===== src/rtl/pipe_ctrl_if.sv =====
// Bundle of stall, exception and status signals between the pipeline and pipe_ctrl.
// The master side belongs to the pipeline stages; pipe_ctrl connects to the slave side.
interface pipe_ctrl_if;
  logic        stallreq_from_if;
  logic        stallreq_from_id;
  logic        stallreq_from_ex;
  logic        stallreq_from_mem;
  logic [31:0] excepttype_i;
  logic [31:0] cp0_epc_i;
  logic        clr_timeout;
  logic [5:0]  stall;
  logic        flush;
  logic [31:0] new_pc;
  logic        stall_timeout;
  logic [31:0] stall_cycles;
  logic [15:0] flush_count;

  modport master (
    output stallreq_from_if, stallreq_from_id, stallreq_from_ex, stallreq_from_mem,
    output excepttype_i, cp0_epc_i, clr_timeout,
    input  stall, flush, new_pc, stall_timeout, stall_cycles, flush_count
  );

  modport slave (
    input  stallreq_from_if, stallreq_from_id, stallreq_from_ex, stallreq_from_mem,
    input  excepttype_i, cp0_epc_i, clr_timeout,
    output stall, flush, new_pc, stall_timeout, stall_cycles, flush_count
  );
endinterface


===== src/rtl/pipe_ctrl.sv =====
// Pipeline control for the six-stage core: stall merging, exception flush/redirect with a
// one-cycle double-flush guard, stall watchdog and performance counters.
module pipe_ctrl #(
  parameter logic [31:0] EXC_VECTOR = 32'h0000_0020,
  parameter int unsigned TIMEOUT    = 1024
) (
  input  logic       clk,
  input  logic       rst,
  pipe_ctrl_if.slave bus
);

  typedef enum logic {RUN, GUARD} state_t;

  localparam logic [31:0] EXC_ERET  = 32'h0000_000e;
  localparam logic [15:0] RUN_LIMIT = 16'(TIMEOUT - 1);

  state_t      r_state;
  state_t      w_next_state;
  logic        w_exc_acc;
  logic [5:0]  w_stall;
  logic        w_flush;
  logic [31:0] w_new_pc;
  logic        w_stalled;
  logic        w_wd_hit;

  logic [15:0] r_run_cnt;
  logic        r_stall_timeout;
  logic [31:0] r_stall_cycles;
  logic [15:0] r_flush_count;

  // Outputs are gated by rst so they read 0 the instant reset asserts, not at the next edge.
  always_comb begin
    // NOTE: every signal gets a default first so no path leaves one unassigned (no latches).
    w_next_state = RUN;
    w_exc_acc    = 1'b0;
    w_stall      = 6'b000000;
    w_flush      = 1'b0;
    w_new_pc     = '0;
    if (rst) begin
      w_exc_acc = (r_state == RUN) && (bus.excepttype_i != '0);
      if (w_exc_acc) begin
        w_flush      = 1'b1;
        w_new_pc     = (bus.excepttype_i == EXC_ERET) ? bus.cp0_epc_i : EXC_VECTOR;
        w_next_state = GUARD;
      end else if (bus.stallreq_from_mem) begin
        w_stall = 6'b011111;
      end else if (bus.stallreq_from_ex) begin
        w_stall = 6'b001111;
      end else if (bus.stallreq_from_id || bus.stallreq_from_if) begin
        w_stall = 6'b000111;
      end
    end
  end

  assign w_stalled = (w_stall != 6'b000000);
  assign w_wd_hit  = w_stalled && (r_run_cnt == RUN_LIMIT);

  // NOTE: sequential state uses non-blocking assignments so all flops see pre-edge values.
  always_ff @(posedge clk or negedge rst) begin
    if (!rst) begin
      r_state <= RUN;
    end else begin
      r_state <= w_next_state;
    end
  end

  // Watchdog run length saturates rather than wrapping so a very long stall cannot re-arm it.
  always_ff @(posedge clk or negedge rst) begin
    if (!rst) begin
      r_run_cnt       <= '0;
      r_stall_timeout <= 1'b0;
    end else begin
      if (!w_stalled) begin
        r_run_cnt <= '0;
      end else if (r_run_cnt != 16'hFFFF) begin
        r_run_cnt <= r_run_cnt + 16'd1;
      end
      r_stall_timeout <= w_wd_hit | (r_stall_timeout & ~bus.clr_timeout);
    end
  end

  always_ff @(posedge clk or negedge rst) begin
    if (!rst) begin
      r_stall_cycles <= '0;
      r_flush_count  <= '0;
    end else begin
      if (w_stalled) begin
        r_stall_cycles <= r_stall_cycles + 32'd1;
      end
      if (w_flush) begin
        r_flush_count <= r_flush_count + 16'd1;
      end
    end
  end

  assign bus.stall         = w_stall;
  assign bus.flush         = w_flush;
  assign bus.new_pc        = w_new_pc;
  assign bus.stall_timeout = r_stall_timeout;
  assign bus.stall_cycles  = r_stall_cycles;
  assign bus.flush_count   = r_flush_count;

endmodule


===== src/flat_wrapper.sv =====
// flat-port wrapper written by rule: the top's interface ports become plain ports
module pipe_ctrl_flat 
#(
  parameter logic [31:0] EXC_VECTOR = 32'h0000_0020,
  parameter int unsigned TIMEOUT    = 1024
)
  (clk, rst, bus_stallreq_from_if, bus_stallreq_from_id, bus_stallreq_from_ex, bus_stallreq_from_mem, bus_excepttype_i, bus_cp0_epc_i, bus_clr_timeout, bus_stall, bus_flush, bus_new_pc, bus_stall_timeout, bus_stall_cycles, bus_flush_count);
  pipe_ctrl_if bus_i ();
  input  logic clk;
  input  logic rst;
  input wire logic [$bits(bus_i.stallreq_from_if)-1:0] bus_stallreq_from_if;
  input wire logic [$bits(bus_i.stallreq_from_id)-1:0] bus_stallreq_from_id;
  input wire logic [$bits(bus_i.stallreq_from_ex)-1:0] bus_stallreq_from_ex;
  input wire logic [$bits(bus_i.stallreq_from_mem)-1:0] bus_stallreq_from_mem;
  input wire logic [$bits(bus_i.excepttype_i)-1:0] bus_excepttype_i;
  input wire logic [$bits(bus_i.cp0_epc_i)-1:0] bus_cp0_epc_i;
  input wire logic [$bits(bus_i.clr_timeout)-1:0] bus_clr_timeout;
  output wire logic [$bits(bus_i.stall)-1:0] bus_stall;
  output wire logic [$bits(bus_i.flush)-1:0] bus_flush;
  output wire logic [$bits(bus_i.new_pc)-1:0] bus_new_pc;
  output wire logic [$bits(bus_i.stall_timeout)-1:0] bus_stall_timeout;
  output wire logic [$bits(bus_i.stall_cycles)-1:0] bus_stall_cycles;
  output wire logic [$bits(bus_i.flush_count)-1:0] bus_flush_count;
  assign bus_i.stallreq_from_if = bus_stallreq_from_if;
  assign bus_i.stallreq_from_id = bus_stallreq_from_id;
  assign bus_i.stallreq_from_ex = bus_stallreq_from_ex;
  assign bus_i.stallreq_from_mem = bus_stallreq_from_mem;
  assign bus_i.excepttype_i = bus_excepttype_i;
  assign bus_i.cp0_epc_i = bus_cp0_epc_i;
  assign bus_i.clr_timeout = bus_clr_timeout;
  assign bus_stall = bus_i.stall;
  assign bus_flush = bus_i.flush;
  assign bus_new_pc = bus_i.new_pc;
  assign bus_stall_timeout = bus_i.stall_timeout;
  assign bus_stall_cycles = bus_i.stall_cycles;
  assign bus_flush_count = bus_i.flush_count;
  pipe_ctrl #(.EXC_VECTOR(EXC_VECTOR), .TIMEOUT(TIMEOUT)) u_core (.clk(clk), .rst(rst), .bus(bus_i));
endmodule

===== config.mk =====
export PLATFORM = sky130hd
export DESIGN_NAME = pipe_ctrl_flat
export DESIGN_NICKNAME = d
export VERILOG_FILES = /design/src/rtl/pipe_ctrl_if.sv /design/src/rtl/pipe_ctrl.sv /design/src/flat_wrapper.sv
export SDC_FILE = /design/constraint.sdc
export NUM_CORES = 1
export LEC_CHECK = 0
export CAP_MARGIN = 20
export CORE_MARGIN = 2
export CORE_UTILIZATION = 38
export DETAILED_ROUTE_END_ITERATION = 7
export GPL_ROUTABILITY_DRIVEN = 0
export MAX_ROUTING_LAYER = met4
export PLACE_DENSITY = 0.76
export RECOVER_POWER = 25
export SLEW_MARGIN = 20
export SYNTH_ARGS = -nofsm -noshare
export SYNTH_HDL_FRONTEND = slang
export SYNTH_SLANG_ARGS = --single-unit

===== constraint.sdc =====
create_clock -name clk -period 2.46 [get_ports clk]
set_clock_uncertainty 0.1 [all_clocks]
set_input_delay 0.492 -clock clk [delete_from_list [all_inputs] [get_ports clk]]
set_output_delay 0.492 -clock clk [all_outputs]
set_load 0.005 [all_outputs]

==> flow_summary.yaml, run 1 <==
pwr:
  switching_share: 0.279
  switching_power_uw: 786
  comb_power_share: 0.209
  power_uw: 2820
  power.clock.fraction: 0.322
  power.leakage_uw: 0.00253
  worst_ir_drop_vdd_v: 0.000236
  pwr_density_cell_nw_per_um2: 480
  power.internal_uw: 2030
  seqPwrFrac: 0.469
clock_tree:
  cts_sinks: 66
  path_clk_slew_ns: 0.07
  cts_tree: "done"
  cts_buffers: 9
  clk_latency_ns: 0.35
  cts.root.buffer_cell: "clkbuf_8"
  cts_max_path_buffers: 2
  cts.htree.levels: 3
synthesis:
  seq_area_frac_synth: 0.454
  synth_compound_area_frac: 0.0485
  syn-num-nets: 441
  synth_area_leader_cell: "dfrtp_1"
  synth-seq-cells: 66
  synthSimpleGateAreaFrac: 0.302
  synthAdderAreaFrac: 0.0103
  yosys.area_share.xor_xnor: 0.140
  synth_area_per_cell_um2: 9.92
  synthMuxAreaShare: 0.00413
  yosysTopAreaCellShare: 0.454
  synth_warnings: 0
  synthCells: 367
  ys_top_cells_by_area: "dfrtp_1 45%, xnor2_1 11%, and2_1 5.8%, nand4_1 5.3%, and3_1 3.4%"
  ys_types: 45
  synth_top_family_by_area: "simple AND/OR/NAND/NOR gates"
  syn_area_um2: 3640
routing:
  highest_layer: "met4"
  wl_per_cell_um: 15.8
  met1_length_mm: 4.34
  drt_iter0_markers: 192
  via_count: 3532
  met2_length_mm: 5.72
  drcViolationCount: 0
  routed_wl_mm: 10.8
  dr.pass1.iters: 4
  route.met3.wl_um: 559
  ant_nets: 0
  vias_per_cell: 5.16
setup_path:
  worstPathRequired_ns: 1.87
  worstSetupPathType: "in2out"
  worst_setup_path_end_kind: "output port"
  cp_data_arrival_time_ns: 1.97
  crit_fanout: 4
  worstSetupStartpointType: "primary input"
  reg2reg_depth: 6
finish:
  diodes: 0
  seq_area_um2: 1650
  multi_input_area_um2: 1980
  drive_above_1_share: 0.275
  syn_to_final_growth_pct: 61.2
  nets: 626
  nFillCells: 751
floorplan:
  fp.dieW_um: 102
  io_pins: 159
  start_util: 0.392
  core_um2: 9280
  row_count: 35
  dieHeight_um: 102
  dieArea_um2: 10400
placement:
  port_buffers: 157
  dpl.hpwl_mm: 7.70
  place_ws_ns: -0.765
timing:
  setup_ws_ns: -0.102
  final.period_utilization: 1.04
  tightest_slew_ns: 1.57
  rsz0062_at_grt: "true"
  hold_viol_final: 0
  slew_headroom: -0.0459
  drv_slew: 67
  max_freq_ghz: 0.390
  setup_violations: 31
  min_period_ns: 2.56
status:
  violations: "max-capacitance violations, max-slew violations, negative setup slack"
  status: "finished, violations left"
grt:
  antenna_found_initial: 0
  track_usage: 0.219
  grt_max_degree: 67
  gr-total-overflow: 0
  grt_pass1_vias: 3527
  grt_pass1_wl_mm: 17.0
job:
  cap_violations: 1
hold_path:
  hold_path.class: "reg2reg"
  hold_depth: 1
-- timing repair --
item | CTS | global route
gates resized for setup | 301 | 22
buffers inserted | 17 | 4
endpoints found under the hold margin | 0 | 0
hold buffers | 0 | 0
setup endpoints to repair | 38 | 38
cloned | 3 | 0
pin swaps | 42 | 7
-- through the flow --
stage / utilization / std cells / TNS [ns] / hold slack (ns) / cell area, µm²
after global routing: 0.632 / 685 / -3.63 / 0.388 / 5870
after floorplan: - / 367 / 0 / 0.0964 / 3640
after CTS: 0.625 / 684 / -1.12 / 0.376 / 5800
final: 0.632 / 685 / -1.38 / 0.370 / 5870
after global placement: 0.580 / 652 / -30.76 / 0.360 / 5390
after detailed placement: 0.580 / 652 / -33.62 / 0.364 / 5390
-- layer usage --
metal | GRT usage | up-vias
li1 | - | 1683
met1 | 0.249 | 1677
met2 | 0.380 | 156
met3 | 0.0294 | 16
met4 | 0.105 | 0
met5 | - | -
-- flip-flops by register name, indices dropped and copies added, names as in the netlist --
register	flops
u_core.r_state	1
u_core.bus.stall_timeout	1
u_core.r_run_cnt	16
u_core.bus.stall_cycles	32
u_core.bus.flush_count	16
-- kinds of logic (layout without fill, tap and decap cells) --
kind of cell,count (synthesis),in the layout
AO/OA/AOI/OAI,22,22
XOR/XNOR,58,58
flip-flops,66,66
buffers and inverters,25,214
adder cells (fa/ha/maj),3,3
other,1,1
multiplexers,1,1
AND/OR/NAND/NOR,191,191
-- power groups by stage --
stage / clock [µW] / combinational, µW / sequential, µW
6_report: 907 / 588 / 1320
2_1_floorplan: 0 / 204 / 1310
5_1_grt: 976 / 641 / 1340
3_3_place_gp: 0 / 580 / 1330
4_1_cts: 928 / 585 / 1320
3_5_place_dp: 0 / 589 / 1340
-- final timing paths --
kind                                                          from                                      end  slack [ns]
max reg2reg                        u_core.r_run_cnt[0]$_DFFE_PN0P_         u_core.r_run_cnt[13]$_DFFE_PN0P_        0.36
max in group asynchronous                                      rst          u_core.r_run_cnt[4]$_DFFE_PN0P_        0.54
min reg2reg                u_core.bus.stall_cycles[31]$_DFFE_PN0P_  u_core.bus.stall_cycles[31]$_DFFE_PN0P_        0.37
min in group asynchronous                                      rst  u_core.bus.stall_cycles[16]$_DFFE_PN0P_        0.78
min                        u_core.bus.stall_cycles[31]$_DFFE_PN0P_  u_core.bus.stall_cycles[31]$_DFFE_PN0P_        0.37
max                                            bus_excepttype_i[7]                           bus_new_pc[16]       -0.10
-- worst max-delay path, cell delays in order --
cell             delay, ns
clkdlybuf4s15_2       0.21
nor4_4                0.13
nand4_1               0.18
nor2_2                0.17
and3_4                0.27
buf_12                0.12
buf_6                 0.09
buf_6                 0.09
and2_4                0.13
buf_6                 0.09
-- synthesized netlist by cell type, drive strengths merged --
cell type  instances
a2111oi            2
a211oi             1
a21oi              2
a31oi              1
and2              36
and3              21
and4              12
buf               10
clkbuf             7
conb               1
dfrtp             66
ha                 3
inv                8
mux2               1
nand2             20
nand3             22
nand3b             1
nand4             31
nand4b             1
nor2              22
nor2b              1
nor3              10
nor4              11
o2111a             1
o2111ai            3
o211a              1
o211ai             1
o21ai              5
o22ai              1
o31ai              3
o41a               1
or3                1
or4                2
xnor2             44
xor2              14
-- final cells by class --
| cell class | instances | area share |
|---|---|---|
| Clock buffer | 10 | 0.0235 |
| Clock inverter | 5 | 0.00938 |
| Inverter | 8 | 0.00554 |
| Multi-Input combinational cell | 276 | 0.337 |
| Sequential cell | 66 | 0.282 |
| Tap cell | 129 | 0.0275 |
| Timing Repair Buffer | 191 | 0.316 |
-- cells in the final DEF, fill, tap and decap left out, types with 14 or more instances in the layout --
master and count:
dfrtp_1 66, buf_6 45, nand3_1 22, nand4_1 31
xor2_1 14, clkdlybuf4s50_1 86, buf_4 19, and2_4 26
nor2_1 21, buf_2 20, nand2_1 19, and3_1 19
xnor2_1 44
Power figures use the tool's default switching activity.
==> inputs of run 2 (changes only) <==
- CTS_CLUSTER_DIAMETER: unset -> 120
- SETUP_SLACK_MARGIN: unset -> 0.4
==> run 2 against run 1 <==
The run still ends with max-capacitance violations, max-slew violations, negative setup slack left. Combinational power increased by 18%. Total power increased by 4.2%. Setup slack got worse by 0.046 ns. Sequential share of layout area decreased by 1.9 points. Cell area increased by 7.4%. Critical path type unchanged. Critical endpoint is now bus_stall[4].
==> flow_summary.yaml, run 2 (synthesis results as in run 1) <==
placement:
  dpl.hpwl_mm: 8.10
  port_buffers: 157
  place_ws_ns: -0.814
floorplan:
  core_um2: 9280
  dieHeight_um: 102
  fp.dieW_um: 102
  io_pins: 159
  row_count: 35
  dieArea_um2: 10400
  start_util: 0.392
timing:
  hold_viol_final: 0
  slew_headroom: -0.0136
  final.period_utilization: 1.06
  min_period_ns: 2.61
  rsz0062_at_grt: "true"
  setup_violations: 38
  max_freq_ghz: 0.383
  setup_ws_ns: -0.148
  tns_ns: -4.49
  tightest_slew_ns: 1.52
  drv_slew: 62
clock_tree:
  cts_sinks: 66
  path_clk_slew_ns: 0.06
  cts_max_path_buffers: 2
  clk_latency_ns: 0.35
  cts_tree: "done"
  cts.root.buffer_cell: "clkbuf_8"
  cts.htree.levels: 3
  cts_buffers: 9
routing:
  routed_wl_mm: 13.1
  dr.pass1.iters: 4
  via_count: 3703
  drcViolationCount: 0
  vias_per_cell: 5.37
  ant_nets: 0
  wl_per_cell_um: 19.0
  drt_iter0_markers: 185
setup_path:
  crit_fanout: 2
  reg2reg_slack_ns: 0.29
  cp_data_arrival_time_ns: 2.02
  worstSetupPathType: "in2out"
  worstReg2RegStart: "u_core.bus.stall_cycles[0]$_DFFE_PN0P_"
  worst_setup_path_end_kind: "output port"
  worstReg2RegEnd: "u_core.bus.stall_cycles[18]$_DFFE_PN0P_"
  reg2reg_depth: 6
  worstSetupStartpointType: "primary input"
  worstPathRequired_ns: 1.87
pwr:
  worst_ir_drop_vdd_v: 0.000476
  pwr_density_cell_nw_per_um2: 466
  power.leakage_uw: 0.00265
finish:
  nets: 630
  final_common_cell: "clkdlybuf4s50_1"
  diodes: 0
  multi_input_area_um2: 2200
  final_cell_mix: "86 x clkdlybuf4s50_1, 65 x dfrtp_1, 56 x buf_6"
  nFillCells: 686
  syn_to_final_growth_pct: 73.1
  final_util: 0.679
  largest_reg_flops: 32
  drive_above_1_share: 0.326
  seq_area_um2: 1650
hold_path:
  hold_depth: 1
  hp-start: "u_core.bus.flush_count[15]$_DFFE_PN0P_"
  hold_path.class: "reg2reg"
  worst_hold_path.endpoint: "u_core.bus.flush_count[15]$_DFFE_PN0P_"
grt:
  gr-total-overflow: 0
  grt_max_degree: 62
  grt_pass1_vias: 3504
  antenna_found_initial: 0
  grt_pass1_wl_mm: 18.0
  track_usage: 0.233
status:
  violations: "max-capacitance violations, max-slew violations, negative setup slack"
  status: "finished, violations left"
job:
  cap_violations: 1
[run 2: changes by cell type in the layout (fill, tap and decap cells not counted), moves of 3 or more]
cell / previous run / this run
and2_4: 26 / 31
buf_4: 19 / 14
xnor2_2: 0 / 6
nand3_2: 0 / 5
nor4_4: 2 / 6
nor4_2: 4 / 0
nand3_4: 0 / 6
buf_2: 20 / 10
and2_1: 8 / 3
buf_6: 45 / 56
xnor2_1: 44 / 38
buf_12: 3 / 6
nand3_1: 22 / 11
[run 2: routing by layer]
metal	global-route usage	share of wire
met5	-	0
met4	0.0677	0.025
met3	0.0410	0.047
met2	0.372	0.52
met1	0.304	0.41
[run 2: how the worst max path moves through the flow]
stage | endpoint | slack (ns) | startpoint | cells past startpoint
6_report | bus_stall[4] | -0.15 | bus_excepttype_i[13] | 9
5_1_grt | bus_new_pc[6] | -0.19 | bus_excepttype_i[13] | 9
4_1_cts | bus_stall[4] | -0.11 | bus_excepttype_i[7] | 9
3_5_place_dp | bus_new_pc[4] | -0.81 | bus_excepttype_i[25] | 8
3_3_place_gp | bus_stall[4] | -0.76 | bus_excepttype_i[0] | 8
2_1_floorplan | bus_stall[1] | 0.05 | bus_excepttype_i[21] | 7
[run 2: through the flow]
| step | total power [µW] | cell area (µm²) | instances | hold slack (ns) |
|---|---|---|---|---|
| 5_1_grt | 3070 | 6300 | 690 | 0.395 |
| 6_report | 2930 | 6300 | 690 | 0.368 |
| 2_1_floorplan | 1520 | 3730 | 367 | 0.0964 |
| 3_5_place_dp | 1930 | 5470 | 653 | 0.323 |
| 4_1_cts | 2870 | 5970 | 686 | 0.376 |
| 3_3_place_gp | 1920 | 5470 | 653 | 0.323 |
[run 2: report_power, final]
group | switching, µW | total [µW] | internal [µW]
logic | 268 | 691 | 423
clock network | 443 | 913 | 470
registers | 151 | 1330 | 1180
[run 2: repair_timing]
item                                    4_1_cts  5_1_grt
setup buffers                                13        3
cloned                                        3        1
endpoints found under the setup margin      105       78
hold buffers                                  1        0
pin swaps                                    46       25
hold endpoints to repair                      5        0
gates resized for setup                     326       60
[run 2: final cells by class]
type,instances,area share
multi-input combinational,276,0.349
timing repair buffer,195,0.326
sequential,66,0.262
tap,129,0.0256
clock buffer,10,0.0203
clock inverter,6,0.0105
inverter,8,0.00556
[run 2: critical path: stages]
cell and delay, ns:
clkdlybuf4s15_1 0.24, nor4_4 0.20, nand4_1 0.21, buf_4 0.21
o31ai_4 0.18, buf_6 0.13, buf_6 0.09, and3_4 0.18
buf_6 0.09
